File: src/rtl/dmem_mmio.sv
// -----------------------------------------------------------------------------
// dmem_mmio
//   Data-side memory subsystem for a single-cycle core. Loads are answered
//   combinationally in the same cycle; stores land on the rising clock edge.
//   Addresses with ALUResult[31:16] == 16'hFFFF hit a small MMIO block; all
//   other addresses hit a word-addressed RAM that aliases modulo RAM_WORDS.
//
//   MMIO word offsets (ALUResult[15:0], low two bits ignored):
//     0x0000 LED     read/write
//     0x0004 CYCLE   read/write free-running counter
//     0x0008 TXDATA  write pushes the transmit FIFO, reads 0
//     0x000C STATUS  {overflow@8, count@6:2, empty@1, full@0};
//                    a write with WriteData[8]=1 clears overflow
//
// Ports
//   clk        system clock, all state updates on the rising edge
//   reset      asynchronous active-low reset (RAM contents are kept)
//   MemWrite   store strobe qualifying ALUResult / WriteData
//   ALUResult  byte address from the core
//   WriteData  store data from the core
//   ReadData   combinational load data
//   leds       LED register contents
//   tx_data    FIFO head entry, 0 when the FIFO is empty
//   tx_valid   FIFO non-empty
//   tx_ready   consumer accepts the head when high together with tx_valid
// -----------------------------------------------------------------------------
module dmem_mmio #(
  parameter int RAM_WORDS  = 64,
  parameter int FIFO_DEPTH = 4
) (
  input  logic        clk,
  input  logic        reset,
  input  logic        MemWrite,
  input  logic [31:0] ALUResult,
  input  logic [31:0] WriteData,
  output logic [31:0] ReadData,
  output logic [31:0] leds,
  output logic [31:0] tx_data,
  output logic        tx_valid,
  input  logic        tx_ready
);

  localparam int AW = $clog2(RAM_WORDS);
  localparam int PW = $clog2(FIFO_DEPTH);
  localparam int CW = PW + 1;  // count spans 0..FIFO_DEPTH inclusive

  // ---------------------------------------------------------------------------
  // Address decode
  // ---------------------------------------------------------------------------
  logic          sel_mmio;
  logic [13:0]   word_off;
  logic [AW-1:0] ram_idx;
  logic          sel_led;
  logic          sel_cycle;
  logic          sel_txdata;
  logic          sel_status;
  logic          unused_addr_bits;

  assign sel_mmio   = (ALUResult[31:16] == 16'hFFFF);
  assign word_off   = ALUResult[15:2];
  assign ram_idx    = ALUResult[AW+1:2];
  assign sel_led    = sel_mmio && (word_off == 14'd0);
  assign sel_cycle  = sel_mmio && (word_off == 14'd1);
  assign sel_txdata = sel_mmio && (word_off == 14'd2);
  assign sel_status = sel_mmio && (word_off == 14'd3);

  // Byte lane bits are not used: every access is a full word.
  assign unused_addr_bits = ^ALUResult[1:0];

  // ---------------------------------------------------------------------------
  // Storage: data RAM and FIFO entries (neither is reset)
  // ---------------------------------------------------------------------------
  logic [31:0] ram_mem  [RAM_WORDS];
  logic [31:0] fifo_mem [FIFO_DEPTH];

  // ---------------------------------------------------------------------------
  // Register state
  // ---------------------------------------------------------------------------
  logic [31:0]   leds_q,   leds_d;
  logic [31:0]   cycle_q,  cycle_d;
  logic [PW-1:0] wr_ptr_q, wr_ptr_d;
  logic [PW-1:0] rd_ptr_q, rd_ptr_d;
  logic [CW-1:0] count_q,  count_d;
  logic          ovf_q,    ovf_d;

  logic ram_we;
  logic fifo_full;
  logic fifo_empty;
  logic pop;
  logic push_req;
  logic push_ok;
  logic push_drop;

  assign ram_we     = MemWrite && !sel_mmio;
  assign fifo_full  = (count_q == CW'(FIFO_DEPTH));
  assign fifo_empty = (count_q == '0);
  assign pop        = !fifo_empty && tx_ready;
  assign push_req   = MemWrite && sel_txdata;
  // A full FIFO still accepts a push when the head leaves in the same cycle.
  assign push_ok    = push_req && (!fifo_full || pop);
  assign push_drop  = push_req && !push_ok;

  always_comb begin
    leds_d   = leds_q;
    cycle_d  = cycle_q + 32'd1;
    wr_ptr_d = wr_ptr_q;
    rd_ptr_d = rd_ptr_q;
    count_d  = count_q;
    ovf_d    = ovf_q;

    if (MemWrite && sel_led) begin
      leds_d = WriteData;
    end

    // A software write replaces this cycle's increment.
    if (MemWrite && sel_cycle) begin
      cycle_d = WriteData;
    end

    if (push_ok) begin
      wr_ptr_d = wr_ptr_q + PW'(1);
    end
    if (pop) begin
      rd_ptr_d = rd_ptr_q + PW'(1);
    end

    case ({push_ok, pop})
      2'b10:   count_d = count_q + CW'(1);
      2'b01:   count_d = count_q - CW'(1);
      default: count_d = count_q;
    endcase

    // Setting wins over clearing.
    if (push_drop) begin
      ovf_d = 1'b1;
    end else if (MemWrite && sel_status && WriteData[8]) begin
      ovf_d = 1'b0;
    end
  end

  always_ff @(posedge clk or negedge reset) begin
    if (!reset) begin
      leds_q   <= '0;
      cycle_q  <= '0;
      wr_ptr_q <= '0;
      rd_ptr_q <= '0;
      count_q  <= '0;
      ovf_q    <= 1'b0;
    end else begin
      leds_q   <= leds_d;
      cycle_q  <= cycle_d;
      wr_ptr_q <= wr_ptr_d;
      rd_ptr_q <= rd_ptr_d;
      count_q  <= count_d;
      ovf_q    <= ovf_d;
    end
  end

  always_ff @(posedge clk) begin
    if (ram_we) begin
      ram_mem[ram_idx] <= WriteData;
    end
  end

  // Entries written while reset is held are harmless: count stays 0.
  always_ff @(posedge clk) begin
    if (push_ok) begin
      fifo_mem[wr_ptr_q] <= WriteData;
    end
  end

  // ---------------------------------------------------------------------------
  // Outputs
  // ---------------------------------------------------------------------------
  logic [31:0] status_word;

  always_comb begin
    status_word      = '0;
    status_word[0]   = fifo_full;
    status_word[1]   = fifo_empty;
    status_word[6:2] = 5'(count_q);
    status_word[8]   = ovf_q;
  end

  always_comb begin
    ReadData = '0;
    if (sel_mmio) begin
      if (sel_led) begin
        ReadData = leds_q;
      end else if (sel_cycle) begin
        ReadData = cycle_q;
      end else if (sel_status) begin
        ReadData = status_word;
      end
    end else begin
      ReadData = ram_mem[ram_idx];
    end
  end

  assign leds     = leds_q;
  assign tx_valid = !fifo_empty;
  // Gated so an empty FIFO never exposes stale entries.
  assign tx_data  = fifo_empty ? 32'd0 : fifo_mem[rd_ptr_q];

endmodule

File: config.mk
export PLATFORM = sky130hd
export DESIGN_NAME = dmem_mmio
export DESIGN_NICKNAME = d
export VERILOG_FILES = /design/src/rtl/dmem_mmio.sv
export SDC_FILE = /design/constraint.sdc
export NUM_CORES = 2
export LEC_CHECK = 0
export BUFFER_PORTS_ARGS = -buffer_cell sky130_fd_sc_hd__buf_2
export CAP_MARGIN = 20
export CORE_MARGIN = 1
export CORE_UTILIZATION = 25
export DETAILED_ROUTE_END_ITERATION = 16
export PLACE_DENSITY = 0.38
export RECOVER_POWER = 50
export SKIP_CTS_REPAIR_TIMING = 1
export SLEW_MARGIN = 30
export SYNTH_ARGS = -nofsm -noshare
export SYNTH_HDL_FRONTEND = slang
export SYNTH_SLANG_ARGS = --single-unit
File: constraint.sdc
create_clock -name clk -period 2.6 [get_ports clk]
set_input_delay 0.26 -clock clk [delete_from_list [all_inputs] [get_ports clk]]
set_output_delay 0.26 -clock clk [all_outputs]
set_load 0.005 [all_outputs]
# ---- Word-level counts from Yosys, hierarchy flattened
# Memory sizes are Yosys's and may differ from the RTL's.
# Index checks and enable logic that the tools add are counted.
dict set report op_classes {
  mux 13
  n_reduce_logical 22
  add_sub_neg 5
  n_eq_ne 7
}
# cell count
set ops {}
lappend ops {{two-way mux 32 bit} 5}
lappend ops {{adder 32 x 1 -> 32 bit, second input constant} 1}
lappend ops {{equality test 14 x 2 -> 1 bit, second input constant} 2}
lappend ops {{equality test 16 bit, second input constant} 1}
lappend ops {{equality test 14 x 1 -> 1 bit, second input constant} 1}
lappend ops {{zero test 14 bit} 1}
lappend ops {{logical AND 1 bit} 13}
lappend ops {{two-way mux 9 bit} 1}
lappend ops {{two-way mux 1 bit} 6}
lappend ops {{one-hot mux 3 bit (2 select lines)} 1}
lappend ops {{adder 2 x 1 -> 2 bit, second input constant} 2}
lappend ops {{zero test 1 bit} 4}
lappend ops {{nonzero test 2 bit} 2}
lappend ops {{adder 3 x 1 -> 3 bit, second input constant} 1}
lappend ops {{equality test 3 bit, second input constant} 1}
lappend ops {{zero test 3 bit} 1}
lappend ops {{subtractor 3 x 1 -> 3 bit, second input constant} 1}
lappend ops {{equality test 2 x 1 -> 1 bit, second input constant} 1}
lappend ops {{equality test 2 bit, second input constant} 1}
lappend ops {{logical OR 1 bit} 1}
dict set report word_totals {
  in_bits 68
  wordCells 55
  mem_bits_rw 2176
  regBits 72
  mem_count 2
}
# memory depth width read_ports rd_clocked_by_memory_dff write_ports line_no
set mem_list {}
lappend mem_list {ram_mem 64 32 1 0 1 73} ;# logic [31:0] ram_mem [RAM_WORDS];
lappend mem_list {fifo_mem 4 32 1 0 1 74} ;# logic [31:0] fifo_mem [FIFO_DEPTH];

# ---- Longest topological paths before layout
dict set report logic_depth {
  depth_word 8
  mapped_depth 11
}

# ---- Worst setup path before layout
# Ideal clock, no wire load.
dict set report synth_path {
  path_kind {input to register}
  from {in ALUResult[3]}
  to {mem ram_mem[59][0] (enable)}
  n_path_buf 5
  required_time_ps 2179
  arrival_time_ps 3064
  slack_ps -886
  setup_ps 421
  stages 9
  path_cell_list {buf_2 > buf_2 > buf_2 > buf_2 > buf_4 > nand2_1 > nor2_1 > nand3_1 > nor2_1}
}
# element line_no
set synth_lines {}
lappend synth_lines {{start: declaration} 34} ;# input logic [31:0] ALUResult,
lappend synth_lines {{end: declaration} 73}
# No word-level cell before the write port.

# ---- Worst setup path after layout
dict set report layout_path {
  from {mem ram_mem[39][10]}
  to {out ReadData[10]}
}
dict set report layout_between {
  elab_chain_len 2
}
# element line_no
set layout_lines {}
lappend layout_lines {{memory (64 x 32 bit)} -}
lappend layout_lines {{two-way mux 32 bit} 187} ;# if (sel_mmio) begin
lappend layout_lines {{end: declaration} 36} ;# output logic [31:0] ReadData,
# Every way passes these cells.

==> impl_metrics.toml <==
[sta]
fin_crit_sh_pct = 132
rsz0062_at_grt = "yes"
tns_ps = -79720
finClkSkew_ps = 21.2
max-slew-margin-rel_pct = -50.5
hold_viol = 0
layout_setup_ws_ps = -826
fmax_mhz = 292
slew_violations = 924
setup_viol = 397
worst_pin_slew_ps = 2260
worst_hold_slack_ps = 228
period_needed_ps = 3430

[clocking]
clk_pin_slew_worst_paths_ps = 60
cts_root_buf = "clkbuf_16"
clk_latency_ps = 900
clockBufferDepth = 4
cts_tree = "built"
htree_num_levels = 4
cts_num_sinks = 2248
cts_buffers = 245

[layout]
final_cell_mix = "edfxtp_1, mux4_2, buf_4"
area_growth_pct = 27.7
nets = 5121
mostFrequentLayoutCell = "edfxtp_1"
fillCellCount = 33300
drive_gt1_share_pct = 40.0
finalInstanceArea_sq_mm = 0.111

[worst_hold_path]
min_from = "ALUResult[21]"
hold_depth = 8
hold_path_class = "input pin to flip-flop"
min_to = "cycle_q[3]"

[power]
clock_power_share_pct = 40.9
pwr-share-comb_pct = 9.3
ir_worst_vdd_uv = 607
switching_share_pct = 22.8
p_seq_share_pct = 49.8
p_int_w = 0.0622
p_leak_nw = 35.7
netSwitchingPower_w = 0.0184
power.density_mw_per_mm2 = 727

[yosys]
synth_cell_types = 58
syn_area_sq_mm = 0.0869
syn_area_per_cell_sq_um = 21.3
synth_ff_type = "edfxtp_1"
muxShareOfSynthArea_pct = 15.6
yosys.area.top_type = "edfxtp_1"
synth_edf_count = 2176
synth_top_area_share_pct = 75.2
ys_seq_elements = 2248
yosysSeqAreaShare_pct = 77.3
synth-compound-area-share_pct = 2.95
postSynthCellCount = 4077
synthAdderAreaFrac_pct = 0.0951
synth_xor_xnor_area_share_pct = 0.343
yosys_warnings = 0
synthSimpleGateAreaFrac_pct = 2.51
synth_nets = 4151
synth.area.top_cells = "edfxtp_1, mux4_2, dfrtp_1, mux2_2, o22ai_1"
synth_top_family_by_area = "multiplexers"
async_flop_share_pct = 3.20

[die]
die-area_sq_mm = 0.350
rows = 216
die_h_microns = 592
ios = 165
die_w_microns = 592
initial_core_util_pct = 25.1
core_sq_mm = 0.346

[setup_path]
crit_start = "ram_mem[39][10]"
critical_path_required_ps = 2340
reg2reg_from = "cycle_q[2]"
crit_family = "compound AO/OA/AOI/OAI gates"
path_cells = "mux4_2 -> o22ai_1 -> o21ai_0 -> nor4_4 -> buf_4 -> a21oi_2 -> buf_2"
slowest_delay_ps = 510
cp.arrival_ps = 3170
slowest_stage = "mux4_2"
cp-end-kind = "output pin"
critPathBufInv = 2
r2r_cells = 6
crit_path_max_fanout = 1
r2r_end = "cycle_q[31]"
reg2reg_slack_ps = 250
cp-start-kind = "flip-flop"
critPathKind = "flip-flop to output pin"

[detailed_routing]
drc = 0
firstDrtPassIters = 5
vias = 45500
drt_iter0_markers = 3725
vias_per_cell = 4.63
wl_per_cell_microns = 29.0
postRouteAntennaNets = 0
wirelength_mm = 285

[grt]
grt_use_total_pct = 16.1
grt_pass1_wl_mm = 395
grt_pass1_vias = 47200
grt_start_max_net_pins = 71
antenna_found_initial = 21
overflow = 0

[placement]
dp.final_hpwl_mm = 189
dp_worst_setup_slack_ps = -1300
place_area_sq_mm = 0.102
place.gp.congestion = 0.781
portBuffers = 162

[outcome]
status = "finished with violations"
violations = "max-capacitance violations, max-slew violations, negative setup slack"

[job]
maxCapViolCount = 20
## cells in the mapped netlist (all sizes together) (2+ instances only)
library cell,number
edfxtp,2176
mux4,505
buf,145
mux2,120
o22ai,120
nand2,116
nor2,113
a21oi,111
clkbuf,91
dfrtp,72
mux2i,68
o21ai,65
a22oi,55
and2,44
nor4,41
xnor2,29
or3,28
a221oi,26
nand4,23
nand3,20
nor3,15
inv,10
and3,9
nor2b,8
o211ai,8
nand2b,7
a211oi,6
ha,5
xor2,5
a311o,4
a32oi,4
and4,4
o221ai,3
or2,3
clkinv,2
nor3b,2
## per-layer routing
metal	up-vias	global-route usage [%]	routed length, microns
met2	1082	26.5	138000
met5	-	0	0
li1	19200	-	-
met3	331	2.00	12200
met1	24900	22.7	129000
met4	0	3.58	5970
## state kept, by name, summed over array words and instances, names as in the netlist
signal	cells
cycle_q	32
leds	32
wr_ptr_q	2
ovf_q	1
fifo_mem	128
count_q	3
rd_ptr_q	2
ram_mem	2048
## area by class of cell
class | instances | area (sq um) | area share, %
Timing Repair Buffer | 959 | 9820 | 8.85
Multi-Input combinational cell | 1581 | 20800 | 18.8
Sequential cell | 2248 | 67100 | 60.5
Inverter | 12 | 53.8 | 0.0485
Antenna cell | 21 | 52.6 | 0.0474
Clock buffer | 318 | 6460 | 5.82
Clock inverter | 106 | 857 | 0.773
Tap cell | 4578 | 5730 | 5.16
## power groups by stage
stage,sequential [W],combinational [W],clock (W)
floorplan,0.0408,0.00293,0
detailed placement,0.0408,0.00691,0
CTS,0.0401,0.00693,0.0339
global placement,0.0408,0.00689,0
global route,0.0401,0.00804,0.0351
finish,0.0401,0.00753,0.0329
## tightest hold or removal path, delay by kind of cell
| family | cells | cell delay [ps] |
|---|---|---|
| and+or+nand+nor | 3 | 250 |
| AOI/OAI and AO/OA | 1 | 50 |
| buffers and inverters | 4 | 490 |
## through the flow
stage / total power, W / cells / util [%]
3_5_place_dp: 0.0477 / 9377 / 29.5
5_1_grt: 0.0833 / 9805 / 32.1
2_1_floorplan: 0.0438 / 4077 / -
3_3_place_gp: 0.0477 / 9377 / 29.5
6_report: 0.0806 / 9823 / 32.1
4_1_cts: 0.0809 / 9801 / 31.6
## worst max-delay path by stage
stage                endpoint  slack [ps]  cells past startpoint
2_1_floorplan  ram_mem[56][0]        -440                      7
3_5_place_dp     ReadData[31]       -1300                     13
4_1_cts          ReadData[31]       -1640                      9
5_1_grt           tx_data[10]        -950                      7
3_3_place_gp     ReadData[31]       -1370                     11
6_report         ReadData[10]        -830                      7
## kinds of logic (layout without fill, tap and decap cells)
logic type      count (synthesis)  in the layout
flops                        2248           2248
mux                           693            693
simple gates                  436            436
compound gates                412            412
buf+inv                       248           1395
xor+xnor                       34             34
fa+ha+maj                       6              6
other cells                     0             21
(Power assumes the default switching activity.)
